`src/rtl/demux_pkg.sv`:
```
// Shared types and index helpers for the lane demultiplexer.
package demux_pkg;

   typedef enum logic {
      IDLE = 1'b0,
      RUN  = 1'b1
   } state_e;

   // Output channel of lane l, beat p: all beats of one lane are contiguous.
   function automatic int ch_idx(input int l, input int p, input int ratio);
      return l * ratio + p;
   endfunction

   function automatic int phase_w(input int ratio);
      return (ratio <= 1) ? 1 : $clog2(ratio);
   endfunction

endpackage

```
`src/rtl/demux_phase_ctrl.sv`:
```
// Beat phase counter with optional idle/run alignment FSM; decides when
// the staging slots capture and when a full group is emitted.
module demux_phase_ctrl
   import demux_pkg::*;
#(
   parameter int RATIO          = 2,
   parameter bit ALIGN_ON_VALID = 1'b1,
   parameter int PW             = 1
) (
   input  logic          clk_2f,
   input  logic          reset_L,
   input  logic          any_valid_i,
   input  logic          grp_valid_i,
   output logic [PW-1:0] phase_o,
   output logic          capture_en_o,
   output logic          emit_o
);

   localparam logic [PW-1:0] LAST = PW'(RATIO - 1);

   state_e        state_q, state_d;
   logic [PW-1:0] phase_q, phase_d;
   logic          last;

   assign last    = (phase_q == LAST);
   assign phase_o = phase_q;

   always_comb begin
      state_d      = state_q;
      phase_d      = phase_q;
      capture_en_o = 1'b0;
      emit_o       = 1'b0;
      case (state_q)
         IDLE: begin
            // Phase is parked at 0 here, so the waking beat lands in slot 0.
            if (any_valid_i) begin
               capture_en_o = 1'b1;
               emit_o       = last;
               phase_d      = last ? '0 : phase_q + PW'(1);
               state_d      = RUN;
            end
         end
         RUN: begin
            capture_en_o = 1'b1;
            emit_o       = last;
            phase_d      = last ? '0 : phase_q + PW'(1);
            if (ALIGN_ON_VALID && last && !grp_valid_i) state_d = IDLE;
         end
         default: state_d = IDLE;
      endcase
   end

   always_ff @(posedge clk_2f) begin
      if (!reset_L) begin
         state_q <= ALIGN_ON_VALID ? IDLE : RUN;
         phase_q <= '0;
      end else begin
         state_q <= state_d;
         phase_q <= phase_d;
      end
   end

endmodule

```
`src/rtl/demux_lanes_param.sv`:
```
// Splits each of LANES byte lanes into RATIO channels and presents all
// LANES*RATIO channels together once per group, with a one-cycle strobe.
module demux_lanes_param
   import demux_pkg::*;
#(
   parameter int DATA_W         = 8,
   parameter int LANES          = 2,
   parameter int RATIO          = 2,
   parameter bit ALIGN_ON_VALID = 1'b1
) (
   input  logic                          clk_2f,
   input  logic                          reset_L,
   input  logic [LANES*DATA_W-1:0]       data_in,
   input  logic [LANES-1:0]              valid_in,
   output logic [LANES*RATIO*DATA_W-1:0] data_out,
   output logic [LANES*RATIO-1:0]        valid_out,
   output logic                          out_stb,
   output logic [15:0]                   grp_cnt
);

   localparam int NCH = LANES * RATIO;
   localparam int PW  = phase_w(RATIO);

   logic [PW-1:0]         phase;
   logic                  capture_en, emit, grp_valid;
   logic [NCH*DATA_W-1:0] stage_q, stage_d, grp_data, data_q;
   logic [NCH-1:0]        svalid_q, svalid_d, grp_vld, valid_q;
   logic                  stb_q;
   logic [15:0]           cnt_q;

   demux_phase_ctrl #(
      .RATIO          (RATIO),
      .ALIGN_ON_VALID (ALIGN_ON_VALID),
      .PW             (PW)
   ) u_ctrl (
      .clk_2f       (clk_2f),
      .reset_L      (reset_L),
      .any_valid_i  (|valid_in),
      .grp_valid_i  (grp_valid),
      .phase_o      (phase),
      .capture_en_o (capture_en),
      .emit_o       (emit)
   );

   // The last beat of a group goes straight to the output; earlier beats
   // come from staging. Invalid beats leave the slot's data untouched.
   always_comb begin
      stage_d  = stage_q;
      svalid_d = svalid_q;
      grp_data = stage_q;
      grp_vld  = svalid_q;
      for (int l = 0; l < LANES; l++) begin
         for (int p = 0; p < RATIO; p++) begin
            if (p == RATIO - 1) begin
               grp_vld[ch_idx(l, p, RATIO)] = valid_in[l];
               if (valid_in[l])
                  grp_data[ch_idx(l, p, RATIO)*DATA_W +: DATA_W] = data_in[l*DATA_W +: DATA_W];
            end
            if (capture_en && phase == PW'(p)) begin
               svalid_d[ch_idx(l, p, RATIO)] = valid_in[l];
               if (valid_in[l])
                  stage_d[ch_idx(l, p, RATIO)*DATA_W +: DATA_W] = data_in[l*DATA_W +: DATA_W];
            end
         end
      end
      grp_valid = |grp_vld;
   end

   always_ff @(posedge clk_2f) begin
      if (!reset_L) begin
         stage_q  <= '0;
         svalid_q <= '0;
         data_q   <= '0;
         valid_q  <= '0;
         stb_q    <= 1'b0;
         cnt_q    <= '0;
      end else begin
         stage_q  <= stage_d;
         svalid_q <= svalid_d;
         stb_q    <= emit;
         if (emit) begin
            data_q  <= grp_data;
            valid_q <= grp_vld;
            if (grp_valid) cnt_q <= cnt_q + 16'd1;
         end
      end
   end

   assign data_out  = data_q;
   assign valid_out = valid_q;
   assign out_stb   = stb_q;
   assign grp_cnt   = cnt_q;

endmodule

```
`config.mk`:
```
export PLATFORM = sky130hd
export DESIGN_NAME = demux_lanes_param
export DESIGN_NICKNAME = d
export VERILOG_FILES = /design/src/rtl/demux_pkg.sv /design/src/rtl/demux_phase_ctrl.sv /design/src/rtl/demux_lanes_param.sv
export SDC_FILE = /design/constraint.sdc
export NUM_CORES = 1
export LEC_CHECK = 0
export CORE_MARGIN = 2
export CORE_UTILIZATION = 45
export DETAILED_ROUTE_END_ITERATION = 10
export GPL_TIMING_DRIVEN = 0
export HOLD_SLACK_MARGIN = 0.06
export PLACE_DENSITY = 0.84
export RECOVER_POWER = 25
export SETUP_SLACK_MARGIN = 0.2
export SYNTH_ARGS = -nofsm -noshare
export SYNTH_HDL_FRONTEND = slang
export SYNTH_SLANG_ARGS = --single-unit
```
`constraint.sdc`:
```
create_clock -name clk_2f -period 2.3 [get_ports clk_2f]
set_input_delay 0.69 -clock clk_2f [delete_from_list [all_inputs] [get_ports clk_2f]]
set_output_delay 0.69 -clock clk_2f [all_outputs]
set_load 0.02 [all_outputs]
```
### After elaboration in Yosys (flattened, before gate mapping)

Cells that the tools add are included.

| storage, ports and cells | value |
|---|---|
| output and inout port bits | 53 |
| memory bits (read-only) | 0 |
| memories | 0 |
| bits in registers | 89 |
| latch bits | 0 |
| input port bits | 20 |
| word-level logic and storage cells | 35 |
| RAM bits | 0 |

| operators by class | value |
|---|---|
| divide/modulo/power cells | 0 |
| multipliers | 0 |
| add/subtract/negate cells | 2 |
| equal/unequal tests | 1 |
| bitwise gates (word level) | 2 |
| $lt $le $gt $ge | 0 |
| shift operators | 0 |
| multiplexer cells | 11 |
| reductions and logical operators | 9 |

Operators with widths:

| cell | number |
|---|---|
| $add A16 B1 Y16 const B | 1 |
| $mux W8 | 2 |
| $pmux W1 S2 | 4 |
| $reduce_and A2 Y1 | 3 |
| $mux W1 | 5 |
| $reduce_or A4 Y1 | 1 |
| $logic_and A1 B1 Y1 | 3 |
| $ne A2 B1 Y1 const B | 1 |
| $not A1 Y1 | 2 |
| $reduce_or A2 Y1 | 1 |
| $add A1 B1 Y1 const B | 1 |
| $logic_not A1 Y1 | 1 |

### Longest topological paths before layout

Gate-level depths: netlist (run 1).

| logic depth | value |
|---|---|
| depth in word-level cells | 5 |
| mapped depth | 7 |
| mapped depth without buffers | 4 |

### Modules after synthesis

Synthesis (run 1) repeated with hierarchy kept, for this count alone.

| unflattened totals | value |
|---|---|
| cell total of the unflattened synthesis | 366 |
| area, all modules | 3468.3 sq um |

Modules (own cells, without submodules):

| module | area each (sq um) | times used | cells each |
|---|---|---|---|
| demux_lanes_param | 3383.2 | 1 | 358 |
| demux_phase_ctrl | 85.1 | 1 | 8 |

### Worst setup path before layout (run 1)

OpenSTA, ideal clock, no wires.

| path | value |
|---|---|
| path type | input -> register |
| start point | input port valid_in[1] |
| end point | register cnt_q[5], in the netlist grp_cnt[5] |
| data arrival time | 1743 ps |
| required time | 2185 ps |
| library setup time | 115 ps |
| setup slack | 442 ps |
| cell stages on the path | 6 |
| buffers on the path | 2 |
| cells stage by stage | or2_1 buf_2 o2111ai_1 buf_2 nor3_1 o21a_1 |

| on the way | value |
|---|---|
| longest elaborated chain between the ends | 4 |
| elaborated cells on any way between the ends | 5 |
| those cells by class | mux: 2; reduce/logical: 3 |

RTL lines:

| element | line | source |
|---|---|---|
| start, declared | demux_lanes_param.sv:14 | `input logic [LANES-1:0] valid_in,` |
| $reduce_or A2 Y1 | demux_lanes_param.sv:38 | `.any_valid_i (\|valid_in),` |
| $mux W1 | demux_phase_ctrl.sv:36 | `if (any_valid_i) begin` |
| $pmux W1 S2 | demux_phase_ctrl.sv:33 | `case (state_q)` |
| $reduce_and A2 Y1 (no line) * | n/a |  |
| end signal, assigned | demux_lanes_param.sv:84 | `if (grp_valid) cnt_q <= cnt_q + 16'd1;` |
| end, declared | demux_lanes_param.sv:29 | `logic [15:0] cnt_q;` |

Every way passes the cells marked *; elsewhere a longest branch is shown, timed or not.
A chain may end at the register's enable or synchronous reset.

### Worst setup path after layout (run 1)

| path | value |
|---|---|
| start point | register cnt_q[11], in the netlist grp_cnt[11] |
| end point | output port grp_cnt[11] |

RTL lines:

| element | line | source |
|---|---|---|
| end, declared | demux_lanes_param.sv:18 | `output logic [15:0] grp_cnt` |

No word-level cell between the ends.

==> results.sh, run 1 <==
export IMPL_ff2ff_setup_slack_ns=0.41
export IMPL_dr_pass1_iters=5
export IMPL_critPathKind="reg -> out"
export IMPL_portBuffers=72
export IMPL_wirelength_um=8910
export IMPL_cap_violations=0
export IMPL_synth_most_common_cell="nand2_1"
export IMPL_io_pins=73
export IMPL_seq_area_frac_synth_pct=51.3
export IMPL_grt_max_degree=16
export IMPL_required_ns=1.61
export IMPL_synth_compound_area_share_pct=17.5
export IMPL_r2r_start="u_ctrl.phase_o$_SDFFE_PN0N_"
export IMPL_vias=3256
export IMPL_synthArstFlopShare_pct=0
export IMPL_synth_top_area_share_pct=51.3
export IMPL_hold_violations=0
export IMPL_drive_gt1_share_pct=6.63
export IMPL_finish_utilization_pct=59.0
export IMPL_worst_slew_pin_slew_ns=0.664
export IMPL_place_area_mm2=0.00432
export IMPL_multi_input_area_mm2=0.00154
export IMPL_synth_top_area_cell="dfxtp_1"
export IMPL_antenna_found_initial=0
export IMPL_path_clk_slew_ns=0.09
export IMPL_die_h_um=91.9
export IMPL_pre_cts_ws_ns=-0.342
export IMPL_cp_end_kind="primary output"
export IMPL_period_minus_slack_ns=2.06
export IMPL_final_cell_area_mm2=0.00449
export IMPL_min_path_cells=2
export IMPL_cts_buffer_depth=2
export IMPL_cts_buffers=9
export IMPL_first_global_vias=3132
export IMPL_slew_viol_final=0
export IMPL_ir_drop_uv=478
export IMPL_hold_start="stage_q[22]$_SDFFE_PN0P_"
export IMPL_yosys_warnings=0
export IMPL_die_w_um=91.9
export IMPL_crit_chain="clkdlybuf4s50_1"
export IMPL_worstSkewPairLatency_ns=0.36
export IMPL_vias_per_cell=5.43
export IMPL_synth_top_family_by_area="simple AND/OR/NAND/NOR gates"
export IMPL_synth_simple_area_share_pct=20.7
export IMPL_gp_congestion=0.854
export IMPL_setup_tns_final_ns=0
export IMPL_hold_path_endpoint="data_out[22]$_SDFFE_PN0P_"
export IMPL_grtUsageTotal_pct=21.4
export IMPL_syn_avg_cell_area_um2=8.47
export IMPL_synth_edff_count=0
export IMPL_slowest_delay_ns=0.62
export IMPL_synth_common_cells="nand2_1 (94), dfxtp_1 (89), a21oi_1 (65)"
export IMPL_drcViolationCount=0
export IMPL_worstPathMaxFanout=5
export IMPL_timing_fmax_ghz=0.485
export IMPL_startpoint_type="register"
export IMPL_fin_nets=514
export IMPL_ff2ff_path_depth=5
export IMPL_routedWlPerCell_um=14.8
export IMPL_synth_fp_nets=431
export IMPL_detail_route_antenna_nets=0
export IMPL_clock_sink_count=89
export IMPL_fillCellCount=685
export IMPL_grt_pass1_wl_um=14400
export IMPL_hp_class="reg -> reg"
export IMPL_synthCells=410
export IMPL_max_slew_margin_pct=55.7
export IMPL_rr_endpoint="data_out[9]$_SDFFE_PN0P_"
export IMPL_clockRootBuffer="clkbuf_8"
export IMPL_skew_ns=0.00688
export IMPL_htree_levels=3
export IMPL_synthAdderAreaFrac_pct=0.360
export IMPL_rsz0062_at_grt="true"
export IMPL_core_mm2=0.00761
export IMPL_critPathSlowestCell="clkdlybuf4s50_1"
export IMPL_ys_top_cells_by_area="dfxtp_1 (51%), nand2_1 (10%), a21oi_1 (9.4%)"
export IMPL_die_area_mm2=0.00844
export IMPL_area_delta_synth_final_pct=29.3
export IMPL_initial_core_util_pct=45.7
export IMPL_n_antenna_cell=0
export IMPL_seq_area_mm2=0.00178
export IMPL_ys_ff_latch=89
export IMPL_path_buf_inv=1
export IMPL_power_leakage_uw=0.00162
export IMPL_power_density_mw_per_mm2=710
export IMPL_drtIter0Drc=248
export IMPL_hpwl_um=6440
export IMPL_cts_hold_buffers_added=0
export IMPL_cp_data_arrival_time_ns=1.37
export IMPL_ys_types=34
export IMPL_cp_top_family="buffers and inverters"
export IMPL_setup_viol=0
export IMPL_fin_crit_sh_pct=89.7
export IMPL_muxShareOfSynthArea_pct=4.90
export IMPL_grt_overflow=0
export IMPL_dominantRegCellSynth="dfxtp_1"
export IMPL_synth_xor_area_share_pct=0.756
export IMPL_rows=32
export IMPL_status="complete, no violations"
export IMPL_setup_slack_ns=0.238
export IMPL_cts_tree="built"
export IMPL_netlist_area_mm2=0.00347
-- cell type report --
class / count / share of cell area (%)
Multi-Input combinational cell: 286 / 34.3
Sequential cell: 89 / 39.7
Tap cell: 102 / 2.84
Clock buffer: 9 / 2.76
Buffer: 32 / 3.40
Clock inverter: 7 / 1.56
Inverter: 3 / 0.251
Timing Repair Buffer: 72 / 15.2
-- through the flow --
| step | cells | hold slack (ns) | power [uW] |
|---|---|---|---|
| 2_1_floorplan | 410 | 0.432 | 1950 |
| 3_3_place_gp | 584 | 0.441 | 2140 |
| 3_5_place_dp | 584 | 0.446 | 2150 |
| 4_1_cts | 600 | 0.458 | 3200 |
| 5_1_grt | 600 | 0.472 | 3300 |
| 6_report | 600 | 0.454 | 3190 |
-- routing by layer --
metal | vias to the layer above | part of all wire [%] | GRT usage, % | wire, um
li1 | 1583 | - | - | -
met1 | 1544 | 44 | 27.0 | 3900
met4 | 0 | 1.7 | 10.1 | 155
met2 | 112 | 49 | 35.6 | 4380
met3 | 17 | 5.2 | 3.53 | 466
met5 | - | 0 | 0 | 0
-- report_power, final --
part	internal, uW	switching, uW	leakage (uW)
logic	186	271	0.000791
registers	1620	50.8	0.000726
clock network	502	562	0.0000994
total	2310	884	0.00162
-- state kept, by name (all words and copies together) (netlist names) --
signal / count
data_out: 32
stage_q: 32
grp_cnt: 16
valid_out: 4
svalid_q: 2
out_stb: 1
u_ctrl.phase_o: 1
u_ctrl.state_q: 1
-- worst max path at each step --
stage                                   from  cells past startpoint                        end
global route                     valid_in[1]                      7    grp_cnt[3]$_SDFFE_PN0P_
CTS                  grp_cnt[1]$_SDFFE_PN0P_                      1                 grp_cnt[1]
detailed placement               valid_in[1]                      7  data_out[23]$_SDFFE_PN0P_
finish              grp_cnt[11]$_SDFFE_PN0P_                      1                grp_cnt[11]
global placement                 valid_in[1]                      7  data_out[22]$_SDFFE_PN0P_
floorplan                        valid_in[1]                      6    grp_cnt[5]$_SDFFE_PN0P_
-- cells in the final DEF, fill, tap and decap left out, drive strengths merged --
master / n
bufinv: 1
o211ai: 2
o21ai: 7
dlymetal6s2s: 2
ha: 1
clkinvlp: 1
and4: 2
o21a: 4
dlygate4sd2: 8
o31ai: 7
inv: 3
xnor2: 2
nor3: 3
xor2: 1
or3: 3
dfxtp: 89
nor2b: 2
clkinv: 5
mux2i: 17
o2111ai: 2
a21oi: 65
clkbuf: 38
and2: 1
or2: 1
nand2: 94
nand3: 20
or4: 8
clkdlybuf4s50: 57
nor2: 24
a211oi: 16
nand4: 2
buf: 8
nand2b: 2
-- repair_timing --
action / 4_1_cts / 5_1_grt
endpoints found under the setup margin: 71 / 69
buffers inserted: 0 / 0
gates resized for setup: 21 / 13
-- logic make-up after synthesis --
group,Yosys count
flip-flops,89
adder cells (fa/ha/maj),1
AND/OR/NAND/NOR,162
multiplexers,17
buffers and inverters,35
AO/OA/AOI/OAI,103
XOR/XNOR,3
(Power assumes the default switching activity.)
==> run 2, diff against run 1 <==
CORE_MARGIN = 5   (was 2)
CORE_UTILIZATION = 50   (was 45)
PLACE_DENSITY = 0.9   (was 0.84)
==> run 2 against run 1 <==
Effect of this change: combinational power grew 4%; critical path depth is the same; die area rose by 3.3%; critical path type unchanged; first-iteration DRC count grew 11%.
==> results.sh, run 2 (synthesis gave the netlist of run 1 again) <==
export IMPL_period_minus_slack_ns=2.08
export IMPL_path_clk_slew_ns=0.08
export IMPL_power_leakage_uw=0.00160
export IMPL_final_cell_area_mm2=0.00451
export IMPL_drive_gt1_share_pct=8.58
export IMPL_cts_buffer_depth=2
export IMPL_worst_slew_pin_slew_ns=0.612
export IMPL_critPathSlowestCell="clkdlybuf4s50_1"
export IMPL_clock_sink_count=89
export IMPL_antenna_found_initial=0
export IMPL_finish_utilization_pct=66.4
export IMPL_hpwl_um=6690
export IMPL_die_h_um=93.4
export IMPL_multi_input_area_mm2=0.00156
export IMPL_cp_top_family="buffers and inverters"
export IMPL_cp_end_kind="primary output"
export IMPL_hold_violations=0
export IMPL_n_antenna_cell=0
export IMPL_gp_congestion=0.883
export IMPL_dr_pass1_iters=5
export IMPL_rows=30
export IMPL_vias=3352
export IMPL_comb_power_share_pct=15.3
export IMPL_cts_tree="built"
export IMPL_cts_hold_buffers_added=0
export IMPL_detail_route_antenna_nets=0
export IMPL_vias_per_cell=5.61
export IMPL_fin_nets=517
export IMPL_drtIter0Drc=275
export IMPL_portBuffers=72
export IMPL_final_cells=597
export IMPL_fillCellCount=510
export IMPL_crit_chain="clkdlybuf4s50_1"
export IMPL_skew_ns=0.00674
export IMPL_cts_buffers=9
export IMPL_pre_cts_ws_ns=-0.322
export IMPL_grt_pass1_wl_um=15100
export IMPL_worstSkewPairLatency_ns=0.34
export IMPL_drcViolationCount=0
export IMPL_p_total_uw=3100
export IMPL_max_slew_margin_pct=59.2
export IMPL_die_area_mm2=0.00872
export IMPL_clockRootBuffer="clkbuf_8"
export IMPL_status="complete, no violations"
export IMPL_hp_class="reg -> reg"
export IMPL_die_w_um=93.4
export IMPL_most_common_layout_cells="nand2_1 (94), dfxtp_1 (89), a21oi_1 (63)"
export IMPL_htree_levels=3
export IMPL_setup_viol=0
export IMPL_io_pins=73
export IMPL_initial_core_util_pct=51.1
export IMPL_cp_data_arrival_time_ns=1.39
export IMPL_setup_slack_ns=0.223
export IMPL_slowest_delay_ns=0.64
export IMPL_mostFrequentLayoutCell="nand2_1"
export IMPL_power_density_mw_per_mm2=687
export IMPL_grt_overflow=0
export IMPL_seq_power_share_pct=53.8
export IMPL_cap_violations=0
export IMPL_worstPathMaxFanout=6
export IMPL_p_int_uw=2260
export IMPL_ir_drop_uv=354
export IMPL_required_ns=1.61
export IMPL_routedWlPerCell_um=15.9
export IMPL_power_switching_uw=844
export IMPL_slew_viol_final=0
export IMPL_first_global_vias=3148
export IMPL_switching_share_pct=27.2
export IMPL_area_delta_synth_final_pct=29.9
export IMPL_clockPowerShare_pct=30.9
export IMPL_wirelength_um=9500
export IMPL_core_mm2=0.00679
export IMPL_place_area_mm2=0.00432
export IMPL_grtUsageTotal_pct=21.7
export IMPL_fin_crit_sh_pct=90.3
export IMPL_timing_fmax_ghz=0.481
export IMPL_path_buf_inv=1
export IMPL_startpoint_type="register"
export IMPL_seq_area_mm2=0.00178
export IMPL_grt_max_degree=14
export IMPL_critPathKind="reg -> out"
export IMPL_placed_cells=578
export IMPL_rsz0062_at_grt="false"
## run 2: worst paths after layout
path | depth (start not counted) | end | slack [ns] | start
min reg2reg | 2 | stage_q[9]$_SDFFE_PN0P_ | 0.46 | stage_q[9]$_SDFFE_PN0P_
min | 2 | stage_q[9]$_SDFFE_PN0P_ | 0.46 | stage_q[9]$_SDFFE_PN0P_
max reg2reg | 6 | data_out[13]$_SDFFE_PN0P_ | 0.49 | u_ctrl.phase_o$_SDFFE_PN0N_
max | 1 | grp_cnt[10] | 0.22 | grp_cnt[10]$_SDFFE_PN0P_
## run 2: through the flow
step                      TNS, ns  hold WS (ns)
after floorplan                 0         0.432
after global placement     -14.28         0.441
after detailed placement   -15.98         0.447
after CTS                       0         0.458
after global routing            0         0.477
final                           0         0.457
## run 2: area by class of cell
| type | count | share of cell area, % |
|---|---|---|
| Clock buffer | 13 | 3.52 |
| Timing Repair Buffer | 75 | 15.4 |
| Tap cell | 96 | 2.66 |
| Buffer | 32 | 3.83 |
| Inverter | 3 | 0.250 |
| Sequential cell | 89 | 39.5 |
| Multi-Input combinational cell | 286 | 34.5 |
| Clock inverter | 3 | 0.333 |
## run 2: tightest hold or removal path: stages, from the launching register on
cell and delay [ns]:
dfxtp_1 0.31, nand2_1 0.05, a21oi_1 0.05
## run 2: power groups by stage
stage | Combinational (uW) | Clock (uW) | Sequential (uW)
6_report | 474 | 958 | 1670
5_1_grt | 509 | 1030 | 1680
4_1_cts | 464 | 961 | 1670
3_5_place_dp | 452 | 0 | 1700
3_3_place_gp | 435 | 0 | 1700
2_1_floorplan | 208 | 0 | 1740
## run 2: routing by layer
layer | share of wire [%] | wire, um | track usage (%) | up-vias
met4 | 2.4 | 232 | 9.04 | 0
met2 | 50 | 4710 | 36.7 | 172
met5 | 0 | 0 | 0 | -
met3 | 8.4 | 802 | 3.14 | 30
met1 | 40 | 3760 | 27.8 | 1572
li1 | - | - | - | 1578
## run 2: timing repair
item	in CTS	in global routing
setup endpoints to repair	61	77
gates resized for setup	19	30
endpoints found under the hold margin	0	0
pin swaps	1	2
setup buffers	0	3
==> RTL edit 1 (settings of run 1) <==
Put one more register stage on the output `data_out`, with the module's reset. The value now appears one clock later. The other outputs are not delayed to match.
--- a/src/rtl/demux_lanes_param.sv
+++ b/src/rtl/demux_lanes_param.sv
@@ -87,5 +87,11 @@
    end
 
-   assign data_out  = data_q;
+   always_ff @(posedge clk_2f) begin
+      if (!reset_L) begin
+         data_out <= '0;
+      end else begin
+         data_out <= data_q;
+      end
+   end
    assign valid_out = valid_q;
    assign out_stb   = stb_q;
Check against the original RTL: not equivalent (a bounded check fails within 4 cycles, from zero or initial values and one cycle with reset_L low).
==> RTL edit 1 against run 1 <==
- synthesized area is 25% higher
- sequential power up 35%
- cell count rose by 18%
- total power rose by 60%
- final area up 27%
- worst setup slack got worse by 37 ps
- routed wire length increased by 15%
- sequential cell count increased by 32
- critical path type is now in2reg
- largest power group is now the clock network
==> RTL edit 1: results <==
group,metric,value,unit
pwr,peakVddDrop,515,uV
critical_path,max_stage_delay,590,ps
hold_path,hold_end,"data_q[19]",
synthesis,yosysSeqAreaShare,55.9,%
place,place_area,5210,um2
cts,clkTransAtPathRegs,50,ps
synthesis,synth_common_cells,"121 x dfxtp_1, 94 x nand2_1, 65 x a21oi_1",
layout,largestRegisters,"data_out x32, data_q x32, stage_q x32",
detailed_routing,routed-via-count,3693,
status,status,"completed",
hold_path,worst_hold_path.num_cells,2,
synthesis,synth_nets,498,
cts,htreeDepth,4,
critical_path,r2r_slack,530,ps
global_route,grt.total_usage,20.5,%
place,io_buffers,72,
detailed_routing,route.met2.wl,4980,um
critical_path,arrival,2540,ps
global_route,grt_pass1_vias,3411,
synthesis,yosys-top-cells-area,"dfxtp_1 56%, nand2_1 8.1%, a21oi_1 7.5%",
hold_path,worstHoldStart,"data_q[19]",
detailed_routing,routedLengthMet1,4340,um
place,gp_congestion,0.847,
critical_path,worst_r2r_endpoint,"data_q[11]",
global_route,grt_pass1_wl,16100,um
detailed_routing,wl_per_cell,14.5,um
critical_path,crit_slowest_cell,"dlygate4sd3_1",
global_route,grt_max_degree,17,
detailed_routing,wl_met3,657,um
layout,drive_gt1_share,8.64,%
synthesis,ys_types,34,
sta,worst_hold_slack,449,ps
layout,fillCellCount,795,
pwr,p_leak,2.33,nW
detailed_routing,first_iter_violations,287,
cts,worstSkewPairLatency,520,ps
sta,fin_skew,5.28,ps
sta,worst_pin_slew,595,ps
layout,fin_nets,589,
detailed_routing,top_layer_used,"met4",
place,dp_hpwl,6930,um
critical_path,cp_max_fo,10,
cts,numCtsBuffers,17,
synthesis,async_flop_share,0,%
==> RTL edit 1: changes by cell type in the layout (fill, tap and decap cells not counted), sizes merged, moves of 4 or more <==
cell,run 1,this run
and2,1,33
buf,8,15
clkbuf,38,42
clkdlybuf4s50,57,17
dfxtp,89,121
dlygate4sd2,8,53
==> RTL edit 1: cell families (layout without fill, tap and decap cells) <==
| family | after synthesis | after routing | synth area share, % |
|---|---|---|---|
| and+or+nand+nor | 194 | 194 | 21.2 |
| adders and majority gates | 1 | 1 | 0.289 |
| xor gates and xnor gates | 3 | 3 | 0.607 |
| DFF | 121 | 121 | 55.9 |
| buffers and inverters | 38 | 140 | 3.96 |
| muxes | 17 | 17 | 3.93 |
| AOI/OAI and AO/OA | 103 | 103 | 14.0 |
==> RTL edit 1: worst max path at each step <==
stage	endpoint	slack [ps]	cells after the start	from
after floorplan	grp_cnt[5]	440	6	valid_in[1]
after global placement	grp_cnt[9]	-320	5	reset_L
after detailed placement	grp_cnt[9]	-450	5	reset_L
after CTS	svalid_q[0]	210	5	reset_L
after global routing	data_q[3]	120	7	valid_in[0]
final	grp_cnt[9]	200	7	valid_in[0]
==> RTL edit 1: layout make-up <==
cell class              count  area, um2  share of cell area, %
plain buffers              35        169                   2.97
clock buffers              21        439                   7.71
clock inverters             9        101                   1.78
inverters                   3       11.3                  0.198
multi-input cells         318       1740                   30.6
flip-flops and latches    121       2420                   42.5
well taps                 129        161                   2.83
repair buffers             72        648                   11.4
==> RTL edit 1: routing by layer <==
layer	track usage (%)	vias up
met4	9.54	0
met5	0	-
li1	-	1803
met3	6.77	23
met2	34.4	148
met1	23.7	1719
==> RTL edit 1: through the flow <==
step                      setup WS, ps  instances
after floorplan                    442        477
after global placement            -321        678
after detailed placement          -449        678
after CTS                          213        708
after global routing               119        708
final                              201        708
==> RTL edit 1: report_power, final <==
part           internal, mW  switching, mW  total [mW]
logic                 0.156          0.263       0.418
registers              2.20         0.0504        2.25
clock network          1.55          0.878        2.42
total                  3.90           1.19        5.09
==> RTL edit 1: timing repair <==
item / 4_1_cts / 5_1_grt
setup buffers: 0 / 0
resized for setup: 55 / 11
endpoints found under the hold margin: 0 / 0
setup endpoints to repair: 73 / 56
==> RTL edit 1: worst max-delay path: cells and delay by family <==
family,cells,cell delay [ps]
buffers and inverters,3,1040
and+or+nand+nor,1,230
AOI/OAI and AO/OA,3,560
==> RTL edit 2 (settings of run 1) <==
Made on the original files. `RATIO` is set to 2 in 2 places; all go to 1.
--- a/src/rtl/demux_phase_ctrl.sv
+++ b/src/rtl/demux_phase_ctrl.sv
@@ -4,5 +4,5 @@
    import demux_pkg::*;
 #(
-   parameter int RATIO          = 2,
+   parameter int RATIO          = 1,
    parameter bit ALIGN_ON_VALID = 1'b1,
    parameter int PW             = 1
--- a/src/rtl/demux_lanes_param.sv
+++ b/src/rtl/demux_lanes_param.sv
@@ -6,5 +6,5 @@
    parameter int DATA_W         = 8,
    parameter int LANES          = 2,
-   parameter int RATIO          = 2,
+   parameter int RATIO          = 1,
    parameter bit ALIGN_ON_VALID = 1'b1
 ) (
Interface: changed (resized data_out and valid_out); port bits go from 73 to 55. The function was not compared with the original's and may differ.
==> RTL edit 2 against run 1 <==
- hold slack better by 26 ps
- routed wire length down 63%
- synthesized area is 59% lower
- total power down 60%
- sequential cell count down 53
- final area down 54%
- core utilization up 9.2 points
- sequential share of layout area fell by 4.8 points
- worst setup slack improved by 8.9 ps
- first-iteration DRC count is 76% lower
- critical endpoint is now grp_cnt[12]
- largest power group unchanged
- highest routed layer unchanged
==> RTL edit 2: results <==
group,metric,value,unit
synthesis,synth_nets,166,
place,io_buffers,52,
layout,drive_gt1_share,6.83,%
cts,numCtsBuffers,5,
cts,clkTransAtPathRegs,110,ps
critical_path,reg2reg_from,"grp_cnt[2]",
synthesis,synth_compound_area_share,7.24,%
synthesis,yosys-top-cells-area,"dfxtp_1 51%, mux2i_1 12%, nor2_1 8.7%",
synthesis,synth_common_cells,"36 x dfxtp_1, 33 x nor2_1, 17 x mux2i_1",
synthesis,yosysSeqAreaShare,50.8,%
global_route,grt.total_usage,20.5,%
place,gp_congestion,0.833,
layout,stdcell_count,249,
synthesis,avgSynthCellArea,9.78,um2
detailed_routing,wl_per_cell,13.1,um
layout,fin_nets,225,
detailed_routing,via_per_inst,5.01,
global_route,grt_pass1_vias,1220,
place,dp_cells,241,
critical_path,r2r_slack,650,ps
sta,fin_skew,3.36,ps
synthesis,ys_types,31,
pwr,p_leak,0.941,nW
global_route,grt_pass1_wl,5350,um
pwr,p_per_area,623,nW/um2
status,status,"completed",
detailed_routing,first_iter_violations,60,
critical_path,crit_start,"grp_cnt[12]",
cts,worstSkewPairLatency,340,ps
cts,root_buffer,"clkbuf_4",
global_route,grt_max_degree,13,
layout,fillCellCount,253,
synthesis,synth_mux_area_share,12.0,%
critical_path,r2r_cells,4,
synthesis,synth_xor_area_share,6.18,%
critical_path,worst_r2r_endpoint,"grp_cnt[14]",
synthesis,synth_adder_area_share,0.883,%
detailed_routing,firstDrtPassIters,4,
global_route,antenna_found_initial,0,
critical_path,crit_path_end,"grp_cnt[12]",
sta,setup_slack,247,ps
sta,worst_pin_slew,432,ps
cts,htreeDepth,2,
place,place_area,1990,um2
pwr,p_int,0.967,mW
-- RTL edit 2: worst min path at each step --
stage | from | end | slack, ps | cells past startpoint
2_1_floorplan | u_ctrl.state_q | out_stb | 460 | 2
3_3_place_gp | grp_cnt[15] | grp_cnt[15] | 460 | 2
3_5_place_dp | grp_cnt[15] | grp_cnt[15] | 470 | 2
4_1_cts | grp_cnt[15] | grp_cnt[15] | 480 | 2
5_1_grt | grp_cnt[13] | grp_cnt[13] | 520 | 2
6_report | grp_cnt[15] | grp_cnt[15] | 480 | 2
-- RTL edit 2: repair_timing --
item / CTS / global route
gates resized for setup: 8 / 5
pin swaps: 0 / 0
endpoints found under the setup margin: 8 / 5
-- RTL edit 2: kinds of logic (layout without fill, tap and decap cells) --
family | after synthesis | count (layout)
buffers and inverters | 10 | 70
DFF | 36 | 36
AOI/OAI and AO/OA | 15 | 15
adders and majority gates | 1 | 1
muxes | 17 | 17
xor gates and xnor gates | 10 | 10
and+or+nand+nor | 56 | 56
-- RTL edit 2: area by class of cell --
type | count | share of cell area [%]
clock inverter | 3 | 2.06
sequential | 36 | 34.9
buffer | 7 | 1.57
tap | 44 | 2.67
timing repair buffer | 52 | 25.3
inverter | 3 | 0.545
clock buffer | 5 | 1.82
multi-input combinational | 99 | 31.1
-- RTL edit 2: metal layers --
metal	track usage, %	share of wire [%]	wire (um)	up-vias
met1	21.8	41	1340	568
met3	9.96	9.6	315	6
met5	0	0	0	-
li1	-	-	-	617
met2	33.4	48	1560	56
met4	10.8	1.6	51	0
-- RTL edit 2: power groups by stage --
stage                     combinational, mW  clock, mW  sequential, mW
final                                 0.178      0.442           0.668
after global routing                  0.192      0.478           0.672
after CTS                             0.180      0.455           0.668
after detailed placement              0.182          0           0.682
after global placement                0.176          0           0.680
after floorplan                      0.0583          0           0.710
